--- config.mk ---
export PLATFORM = sky130hd
export DESIGN_NAME = dmem_arbiter_flat
export DESIGN_NICKNAME = d
export VERILOG_FILES = /design/src/rtl/dmem_arb_pkg.sv /design/src/rtl/dmem_arbiter_if.sv /design/src/rtl/dmem_arbiter_rr_burst_ctrl.sv /design/src/rtl/dmem_arbiter.sv /design/src/flat_wrapper.sv
export SDC_FILE = /design/constraint.sdc
export NUM_CORES = 1
export LEC_CHECK = 0
export BUFFER_PORTS_ARGS = -buffer_cell sky130_fd_sc_hd__buf_2
export CAP_MARGIN = 20
export CORE_AREA = 2 2 117 119
export DETAILED_ROUTE_END_ITERATION = 10
export DIE_AREA = 0 0 119 121
export PLACE_DENSITY = 0.71
export SLEW_MARGIN = 40
export SYNTH_ARGS = -nofsm -noshare
export SYNTH_HDL_FRONTEND = slang
export SYNTH_SLANG_ARGS = --single-unit
--- constraint.sdc ---
create_clock -name clk -period 2.7 [get_ports clk]
set_input_delay 0.405 -clock clk [delete_from_list [all_inputs] [get_ports clk]]
set_output_delay 0.405 -clock clk [all_outputs]
set_load 0.05 [all_outputs]
--- src/rtl/dmem_arb_pkg.sv ---
// dmem_arb_pkg
// Shared types and constants for the two-port data-memory arbiter.
//   arb_state_t : ownership FSM encoding (IDLE, OWN0, OWN1)
//   port_id_t   : identifies a requester (0 = CPU data port, 1 = secondary master)
//   NUM_PORTS   : number of requesters sharing the memory
//   cnt_width() : width of the burst counter, which must be able to hold MAX_BURST itself
package dmem_arb_pkg;

  typedef enum logic [1:0] {
    IDLE = 2'd0,
    OWN0 = 2'd1,
    OWN1 = 2'd2
  } arb_state_t;

  typedef logic port_id_t;

  localparam int NUM_PORTS = 2;

  function automatic int cnt_width(input int max_burst);
    return $clog2(max_burst + 1);
  endfunction

endpackage

--- src/rtl/dmem_arbiter_if.sv ---
// dmem_arbiter_if
// One requester's connection to the data-memory arbiter.
//   req    : request, held by the requester until granted
//   we     : 1 = write, 0 = read
//   addr   : byte address (word aligned)
//   wdata  : write data
//   gnt    : grant, combinational in the request cycle
//   rdata  : registered read data
//   rvalid : one-cycle pulse when rdata carries a new read result
// Modports: master = requester side, slave = arbiter side.
interface dmem_arbiter_if #(
  parameter int n = 32
);
  logic         req;
  logic         we;
  logic [n-1:0] addr;
  logic [n-1:0] wdata;
  logic         gnt;
  logic [n-1:0] rdata;
  logic         rvalid;

  modport master (
    output req, we, addr, wdata,
    input  gnt, rdata, rvalid
  );

  modport slave (
    input  req, we, addr, wdata,
    output gnt, rdata, rvalid
  );
endinterface

--- src/rtl/dmem_arbiter_rr_burst_ctrl.sv ---
// rr_burst_ctrl
// Round-robin grant generator with a bounded burst. The current owner keeps
// the memory for up to MAX_BURST consecutive grants while the other port
// waits; a lone requester is always granted immediately.
// Ports:
//   clk, reset : clock, synchronous active-high reset
//   req0, req1 : port requests
//   gnt0, gnt1 : combinational, mutually exclusive grants
module rr_burst_ctrl
  import dmem_arb_pkg::*;
#(
  parameter int MAX_BURST = 4
) (
  input  logic clk,
  input  logic reset,
  input  logic req0,
  input  logic req1,
  output logic gnt0,
  output logic gnt1
);

  localparam int CW = cnt_width(MAX_BURST);
  localparam logic [CW-1:0] CNT_MAX  = CW'(MAX_BURST);
  localparam logic [CW-1:0] CNT_ONE  = CW'(1);
  localparam logic [CW-1:0] CNT_ZERO = CW'(0);

  arb_state_t    state_r, state_s;
  logic [CW-1:0] cnt_r, cnt_s;
  port_id_t      last_r, last_s;
  logic          gnt0_s, gnt1_s;

  // Grant decision: lone requester wins; on a tie the owner keeps the
  // memory until its burst is used up, then the port that did not go last wins.
  always_comb begin
    gnt0_s = 1'b0;
    gnt1_s = 1'b0;
    case ({req0, req1})
      2'b10: gnt0_s = 1'b1;
      2'b01: gnt1_s = 1'b1;
      2'b11: begin
        if (state_r == OWN0 && cnt_r < CNT_MAX) begin
          gnt0_s = 1'b1;
        end else if (state_r == OWN1 && cnt_r < CNT_MAX) begin
          gnt1_s = 1'b1;
        end else if (last_r == 1'b1) begin
          gnt0_s = 1'b1;
        end else begin
          gnt1_s = 1'b1;
        end
      end
      default: begin
        gnt0_s = 1'b0;
        gnt1_s = 1'b0;
      end
    endcase
  end

  // Next ownership state: continuing owner counts up (saturating), a new
  // owner restarts at 1, an idle cycle clears burst tracking.
  always_comb begin
    state_s = state_r;
    cnt_s   = cnt_r;
    last_s  = last_r;
    if (gnt0_s) begin
      last_s = 1'b0;
      if (state_r == OWN0) begin
        cnt_s = (cnt_r == CNT_MAX) ? cnt_r : cnt_r + CNT_ONE;
      end else begin
        state_s = OWN0;
        cnt_s   = CNT_ONE;
      end
    end else if (gnt1_s) begin
      last_s = 1'b1;
      if (state_r == OWN1) begin
        cnt_s = (cnt_r == CNT_MAX) ? cnt_r : cnt_r + CNT_ONE;
      end else begin
        state_s = OWN1;
        cnt_s   = CNT_ONE;
      end
    end else begin
      state_s = IDLE;
      cnt_s   = CNT_ZERO;
    end
  end

  // Ownership state register; last resets to 1 so port 0 wins the first tie.
  always_ff @(posedge clk) begin
    if (reset) begin
      state_r <= IDLE;
      cnt_r   <= CNT_ZERO;
      last_r  <= 1'b1;
    end else begin
      state_r <= state_s;
      cnt_r   <= cnt_s;
      last_r  <= last_s;
    end
  end

  assign gnt0 = gnt0_s;
  assign gnt1 = gnt1_s;

endmodule

--- src/rtl/dmem_arbiter.sv ---
// dmem_arbiter
// Shares one single-port data memory (async read, posedge write) between the
// CPU data port (p0) and a secondary master (p1).
// Ports:
//   clk, reset     : clock, synchronous active-high reset
//   p0, p1         : requester interfaces (dmem_arbiter_if.slave)
//   mem_we         : memory write enable
//   mem_addr       : memory address (granted port, p0 when idle)
//   mem_wdata      : memory write data (granted port, p0 when idle)
//   mem_rdata      : memory read data
// Optional (macro DMEM_ARB_STATS_EN):
//   gcnt0, gcnt1   : per-port grant counters (wrap at 2^32)
//   stall_cnt      : cycles a requesting port went ungranted (wrap at 2^32)
module dmem_arbiter
  import dmem_arb_pkg::*;
#(
  parameter int n         = 32,
  parameter int MAX_BURST = 4
) (
  input  logic           clk,
  input  logic           reset,
  dmem_arbiter_if.slave  p0,
  dmem_arbiter_if.slave  p1,
  output logic           mem_we,
  output logic [n-1:0]   mem_addr,
  output logic [n-1:0]   mem_wdata,
  input  logic [n-1:0]   mem_rdata
`ifdef DMEM_ARB_STATS_EN
  ,
  output logic [31:0]    gcnt0,
  output logic [31:0]    gcnt1,
  output logic [31:0]    stall_cnt
`endif
);

  logic                 gnt0_s, gnt1_s;
  logic                 read0_s, read1_s;
  logic                 mem_we_s;
  logic [n-1:0]         mem_addr_s, mem_wdata_s;
  logic [n-1:0]         rdata0_r, rdata1_r;
  logic [NUM_PORTS-1:0] rvalid_r;

  rr_burst_ctrl #(
    .MAX_BURST(MAX_BURST)
  ) u_ctrl (
    .clk  (clk),
    .reset(reset),
    .req0 (p0.req),
    .req1 (p1.req),
    .gnt0 (gnt0_s),
    .gnt1 (gnt1_s)
  );

  // Memory mux: the granted port drives the memory; port 0 passes through when idle.
  always_comb begin
    mem_addr_s  = p0.addr;
    mem_wdata_s = p0.wdata;
    mem_we_s    = (gnt0_s & p0.we) | (gnt1_s & p1.we);
    if (gnt1_s) begin
      mem_addr_s  = p1.addr;
      mem_wdata_s = p1.wdata;
    end else begin
      mem_addr_s  = p0.addr;
      mem_wdata_s = p0.wdata;
    end
  end

  assign read0_s = gnt0_s & ~p0.we;
  assign read1_s = gnt1_s & ~p1.we;

  // Read return: capture the async memory output at the end of a read grant.
  always_ff @(posedge clk) begin
    if (reset) begin
      rdata0_r <= {n{1'b0}};
      rdata1_r <= {n{1'b0}};
      rvalid_r <= {NUM_PORTS{1'b0}};
    end else begin
      rvalid_r <= {read1_s, read0_s};
      if (read0_s) begin
        rdata0_r <= mem_rdata;
      end
      if (read1_s) begin
        rdata1_r <= mem_rdata;
      end
    end
  end

  assign mem_we    = mem_we_s;
  assign mem_addr  = mem_addr_s;
  assign mem_wdata = mem_wdata_s;

  assign p0.gnt    = gnt0_s;
  assign p1.gnt    = gnt1_s;
  assign p0.rdata  = rdata0_r;
  assign p1.rdata  = rdata1_r;
  assign p0.rvalid = rvalid_r[0];
  assign p1.rvalid = rvalid_r[1];

`ifdef DMEM_ARB_STATS_EN
  logic [31:0] gcnt0_r, gcnt1_r, stall_cnt_r;
  logic [31:0] stall_inc_s;

  assign stall_inc_s = 32'(p0.req & ~gnt0_s) + 32'(p1.req & ~gnt1_s);

  // Grant and stall statistics, free-running modulo 2^32.
  always_ff @(posedge clk) begin
    if (reset) begin
      gcnt0_r     <= 32'd0;
      gcnt1_r     <= 32'd0;
      stall_cnt_r <= 32'd0;
    end else begin
      gcnt0_r     <= gcnt0_r + 32'(gnt0_s);
      gcnt1_r     <= gcnt1_r + 32'(gnt1_s);
      stall_cnt_r <= stall_cnt_r + stall_inc_s;
    end
  end

  assign gcnt0     = gcnt0_r;
  assign gcnt1     = gcnt1_r;
  assign stall_cnt = stall_cnt_r;
`endif

endmodule

--- src/flat_wrapper.sv ---
// flat-port wrapper written by rule: the top's interface ports become plain ports
module dmem_arbiter_flat import dmem_arb_pkg::*;
#(
  parameter int n         = 32,
  parameter int MAX_BURST = 4
)
  (clk, reset, mem_we, mem_addr, mem_wdata, mem_rdata, p0_req, p0_we, p0_addr, p0_wdata, p0_gnt, p0_rdata, p0_rvalid, p1_req, p1_we, p1_addr, p1_wdata, p1_gnt, p1_rdata, p1_rvalid);
  dmem_arbiter_if #(.n(n)) p0_i ();
  dmem_arbiter_if #(.n(n)) p1_i ();
  input  logic clk;
  input  logic reset;
  output logic mem_we;
  output logic [n-1:0] mem_addr;
  output logic [n-1:0] mem_wdata;
  input  logic [n-1:0] mem_rdata;
  input wire logic [$bits(p0_i.req)-1:0] p0_req;
  input wire logic [$bits(p0_i.we)-1:0] p0_we;
  input wire logic [$bits(p0_i.addr)-1:0] p0_addr;
  input wire logic [$bits(p0_i.wdata)-1:0] p0_wdata;
  output wire logic [$bits(p0_i.gnt)-1:0] p0_gnt;
  output wire logic [$bits(p0_i.rdata)-1:0] p0_rdata;
  output wire logic [$bits(p0_i.rvalid)-1:0] p0_rvalid;
  input wire logic [$bits(p1_i.req)-1:0] p1_req;
  input wire logic [$bits(p1_i.we)-1:0] p1_we;
  input wire logic [$bits(p1_i.addr)-1:0] p1_addr;
  input wire logic [$bits(p1_i.wdata)-1:0] p1_wdata;
  output wire logic [$bits(p1_i.gnt)-1:0] p1_gnt;
  output wire logic [$bits(p1_i.rdata)-1:0] p1_rdata;
  output wire logic [$bits(p1_i.rvalid)-1:0] p1_rvalid;
  assign p0_i.req = p0_req;
  assign p0_i.we = p0_we;
  assign p0_i.addr = p0_addr;
  assign p0_i.wdata = p0_wdata;
  assign p0_gnt = p0_i.gnt;
  assign p0_rdata = p0_i.rdata;
  assign p0_rvalid = p0_i.rvalid;
  assign p1_i.req = p1_req;
  assign p1_i.we = p1_we;
  assign p1_i.addr = p1_addr;
  assign p1_i.wdata = p1_wdata;
  assign p1_gnt = p1_i.gnt;
  assign p1_rdata = p1_i.rdata;
  assign p1_rvalid = p1_i.rvalid;
  dmem_arbiter #(.n(n), .MAX_BURST(MAX_BURST)) u_core (.clk(clk), .reset(reset), .p0(p0_i), .p1(p1_i), .mem_we(mem_we), .mem_addr(mem_addr), .mem_wdata(mem_wdata), .mem_rdata(mem_rdata));
endmodule
# Yosys cells after proc, flatten, opt, wreduce, memory -nomap -nowiden

Index checks and enable logic that the tools add are counted.

Add/sub/neg operators: 1
$lt $le $gt $ge: 1
Eq/ne operators: 8
Multiplexer cells: 21
Bitwise operators: 7
Reductions and logical operators: 4

Operator list:

| kind                                                  | number |
|---|---|
| two-way mux 32 bit                                    | 2 |
| two-way mux 3 bit                                     | 5 |
| two-way mux 1 bit                                     | 8 |
| two-way mux 2 bit                                     | 4 |
| equality test 2 bit, second input constant            | 3 |
| bitwise AND 1 bit                                     | 4 |
| equality test 2 x 1 -> 1 bit, second input constant   | 2 |
| case mux 1 bit (2 select lines)                       | 2 |
| adder 3 x 1 -> 3 bit, second input constant           | 1 |
| equality test 3 bit, second input constant            | 1 |
| < comparator 3 bit, second input constant             | 1 |
| inequality test 3 x 2 -> 1 bit, second input constant | 1 |
| logical AND 1 bit                                     | 2 |
| inequality test 2 bit, second input constant          | 1 |
| inverter 1 bit                                        | 2 |
| AND reduction 2 bit                                   | 1 |
| nonzero test 2 bit                                    | 1 |
| OR 1 bit                                              | 1 |

Register bits after elaboration: 72
Input port bits: 166
Output and inout port bits: 133
Logic and storage cells: 48

# Depth between registers and ports, before layout

Depth after elaboration: 7
Depth in mapped cells: 6
Gate-level depth less buffers: 5

# Modules after synthesis

A second synthesis with hierarchy kept.

Cells, all modules: 364
Area total of the unflattened synthesis: 3883.7 sq um

Modules (own cells, without submodules):

| module        | instances | cells each | area an instance (sq um) | seq. area each (sq um) |
|---|---|---|---|---|
| dmem_arbiter  | 1         | 322        | 3520.9                   | 1321.3 |
| rr_burst_ctrl | 1         | 42         | 362.8                    | 120.1 |

# Least setup slack after synthesis

Ideal clock, no wire load.

Kind: register -> output
Start point: register u_core.u_ctrl.state_r[0]
End point: output port mem_we
Data arrival time: 2043 ps
Data required time: 2295 ps
Setup slack: 252 ps
Stages on the path, launching flop included: 5
Path buffers: 1
Cells stage by stage: dfxtp_1 nor2b_2 o221ai_2 clkbuf_1 o21ai_0

Cells in the longest elaborated chain, start to end: 7
Elaborated cells between the ends (all ways): 13
Those cells by class: 2 x eq/ne; 6 x mux; 3 x bitwise; 2 x reduce/logical

RTL lines:

| item                            | RTL line                         | text |
|---|---|---|
| start: declaration              | dmem_arbiter_rr_burst_ctrl.sv:27 | `arb_state_t state_r, state_s;` |
| start signal: assignment        | dmem_arbiter_rr_burst_ctrl.sv:93 | `state_r <= state_s;` |
| equality test 2 bit             | dmem_arbiter_rr_burst_ctrl.sv:43 | `end else if (state_r == OWN1 && cnt_r < CNT_MAX) begin` |
| logical AND 1 bit               | dmem_arbiter_rr_burst_ctrl.sv:43 |  |
| two-way mux 1 bit               | dmem_arbiter_rr_burst_ctrl.sv:43 |  |
| two-way mux 1 bit               | dmem_arbiter_rr_burst_ctrl.sv:41 | `if (state_r == OWN0 && cnt_r < CNT_MAX) begin` |
| case mux 1 bit (2 select lines) | dmem_arbiter_rr_burst_ctrl.sv:37 | `case ({req0, req1})` |
| bitwise AND 1 bit               | dmem_arbiter.sv:58               | `mem_we_s = (gnt0_s & p0.we) \| (gnt1_s & p1.we);` |
| OR 1 bit (*)                    | dmem_arbiter.sv:58               |  |
| end: declaration                | flat_wrapper.sv:12               | `output logic mem_we;` |

Mark *: on every way between the ends. The rest lies on a longest branch, timed or not.

# Worst setup path after layout

Start point: register u_core.u_ctrl.state_r[0]
End point: output port mem_addr[3]

Cells in the longest elaborated chain, start to end: 6
Elaborated cells between the ends (all ways): 8
Those cells by class: 2 x eq/ne; 4 x mux; 2 x reduce/logical

RTL lines:

| item                                | RTL line                         | text |
|---|---|---|
| equality test 2 bit                 | dmem_arbiter_rr_burst_ctrl.sv:43 |  |
| logical AND 1 bit                   | dmem_arbiter_rr_burst_ctrl.sv:43 |  |
| two-way mux 1 bit                   | dmem_arbiter_rr_burst_ctrl.sv:43 |  |
| two-way mux 1 bit (*)               | dmem_arbiter_rr_burst_ctrl.sv:41 |  |
| case mux 1 bit (2 select lines) (*) | dmem_arbiter_rr_burst_ctrl.sv:37 |  |
| two-way mux 32 bit (*)              | dmem_arbiter.sv:59               | `if (gnt1_s) begin` |
| end: declaration                    | flat_wrapper.sv:13               | `output logic [n-1:0] mem_addr;` |

Marks and branches as above.

==> qor.yml <==
status:
  outcome: "finished clean"
timing:
  max_slew_margin: 0.561
  tns_ps: 0
  period_minus_slack_ps: 2590
  period_share: 0.958
  fin_worst_skew_ps: 5.29
  setup_viol: 0
  finalHoldViolCount: 0
  grt_setup_unrepaired: "no"
  worst_slew_pin_slew_ps: 658
  max_freq_mhz: 386
  maxSlewViolCount: 0
yosys:
  yosysUniqueCellTypes: 36
  synth-edff-count: 0
  synth_cells: 404
  synth_seq_cells: 72
  ys_seq_area_frac: 0.371
  netlist_area_um2: 3880
  async_reset_ff_frac: 0
  synth_nets: 572
  ys.flop_type: "dfxtp_1"
  synth.avg_cell_area_um2: 9.61
  ys_warn_count: 0
die:
  die_w_um: 119
  ios: 299
  die_y_um: 121
  rows: 42
  start_util: 0.297
  die_area_um2: 14400
  core-area_um2: 13100
cts:
  cts_root_buf: "clkbuf_16"
  clk_latency_ps: 330
  cts_hold_buffers: 0
  post_cts_buffers: 0
  cts_buffer_depth: 2
  cts_resized: 0
  cts_max_level: 3
  clk_transition_reported_paths_ps: 50
  clock_sinks: 72
  cts_tree: "done"
  cts_made_buffers: 9
critical_path:
  cp_top_family: "buffers and inverters"
  end_kind: "primary output"
  crit_fanout: 33
  critPathLaunchType: "flop"
  critPathArrivalTime_ps: 2180
  critPathRequiredTime_ps: 2300
  crit_type: "flop to primary output"
  slowest_stage: "mux2_1"
  critPathMaxStageDelay_ps: 380
  r2r-start: "u_core.u_ctrl.state_r[0]"
  reg2reg_slack_ps: 910
  cp_num_buf_inv: 2
  critical_path.startpoint: "u_core.u_ctrl.state_r[0]"
  crit_chain: "nor2b_2, o211a_4, nor2_4, buf_12, mux2_1, buf_2"
route:
  wirelength_um: 13800
  dr.pass1.iters: 4
  post_drt_via_cell_ratio: 4.54
  ant_nets: 0
  num_vias: 3962
  wl_per_cell_um: 15.9
  drc_errors: 0
  drtIter0Drc: 152
hold_path:
  hp-class: "primary input to flop"
  min_from: "p1_we"
global_route:
  grt_usage: 0.184
  grt_overflow: 0
  grt_max_degree: 66
  grt_first_pass_wirelength_um: 20700
  grt_pass1_vias: 3957
  antenna_found_initial: 2
pwr:
  total_leakage_power_nw: 2.80
  vdd_drop_max_mv: 0.319
  p_total_mw: 3.45
  power.density_nw_per_um2: 592
placement:
  hpwlAfterDp_um: 10800
  place_congestion: 0.888
  portBuffers: 298
run:
  drv_cap: 0
final_layout:
  nNetsFinal: 858
  layout-area-overhead-vs-synth_pct: 50.0
  utilization: 0.445
  drive_above_1_share: 0.491
-- cells in the mapped netlist, types with 2 or more instances --
master    number  area (µm²)
mux2i_1       33         330
clkbuf_2       2        10.0
clkbuf_1      17        63.8
mux2_1        49         552
ha_1           2        25.0
nor3_1         4        20.0
buf_6          8        90.1
nand2_1        3        11.3
nand2b_1      67         419
nor2b_1       34         213
nor2_1         4        15.0
buf_2          3        15.0
o21ai_1        2        10.0
nand3_1        2        10.0
inv_1          4        15.0
mux2_2        15         169
o21ai_0       65         325
dfxtp_1       72        1440
-- cell families (layout without fill, tap and decap cells) --
family / after synthesis / in the layout / share of synthesized area
AND/OR/NAND/NOR: 122 / 122 / 0.192
multiplexers: 97 / 97 / 0.271
AO/OA/AOI/OAI: 75 / 75 / 0.106
flip-flops: 72 / 72 / 0.371
buffers and inverters: 36 / 327 / 0.0529
adder cells (fa/ha/maj): 2 / 2 / 0.00645
other: 0 / 1 / 0
-- where the power goes --
group / internal, mW / switching [mW]
logic: 0.339 / 0.777
clock network: 0.763 / 0.424
registers: 1.12 / 0.0273
-- flip-flops by register name (all words and copies together) (netlist names) --
name and flops:
u_core.u_ctrl.cnt_r 3, u_core.p1.rdata 32, u_core.rvalid_r 2, u_core.u_ctrl.state_r 2, u_core.p0.rdata 32, u_core.u_ctrl.last_r 1
-- worst register-to-register path, stage by stage, from the launching register on --
cell and delay [ps]:
dfxtp_1 360, nor2b_2 190, o211a_4 270, nor3_4 150
buf_4 460, mux2i_1 280
-- stage by stage --
step / instances / hold slack, ps / cell area [µm²] / setup WS [ps]
floorplan: 404 / 484 / 3880 / 252
global placement: 854 / 459 / 5500 / 339
detailed placement: 854 / 457 / 5500 / 334
CTS: 870 / 337 / 5800 / 25.5
global route: 872 / 347 / 5820 / 7.26
finish: 872 / 340 / 5820 / 112
-- final timing paths --
check,end,cells past startpoint
worst min-delay path,u_core.rvalid_r[1],2
worst min register to register,u_core.p1.rdata[27],2
worst max-delay path,mem_addr[3],6
worst max register to register,u_core.p1.rdata[19],5
-- cell usage in the layout (no fill, tap or decap), types with 2 or more instances in the layout --
master     Yosys  layout
o21ai_0       65      65
buf_12         0       2
buf_2          3     298
clkbuf_1      17       2
nor2_1         4       4
buf_4          1       5
nor2b_1       34      34
dfxtp_1       72      72
clkbuf_8       0       2
mux2i_1       33      33
inv_1          4       4
mux2_1        49      49
nor3_1         4       4
nand3_1        2       2
nand2_1        3       3
clkinv_2       0       2
mux2_2        15      15
clkbuf_16      0      10
o21ai_1        2       2
ha_1           2       2
nand2b_1      67      67
-- per-layer routing --
layer  routed length (µm)  global-route usage  share of wire  vias to the layer above
li1                     -                   -              -                     1952
met1                 5440               0.199           0.39                     1800
met2                 6880               0.326           0.50                      182
met3                 1150              0.0644          0.083                       26
met4                  350              0.0744          0.025                        2
met5                   13                   0        0.00094                        -
-- layout make-up --
cell class	count	area, µm²
Fill cell	1312	7260
Multi-Input combinational cell	296	2250
Timing Repair Buffer	306	1590
Sequential cell	72	1440
Clock buffer	13	260
Tap cell	176	220
Clock inverter	3	40.0
Inverter	5	18.8
Antenna cell	1	2.50
No activity file was read; power rests on OpenSTA's default activity.
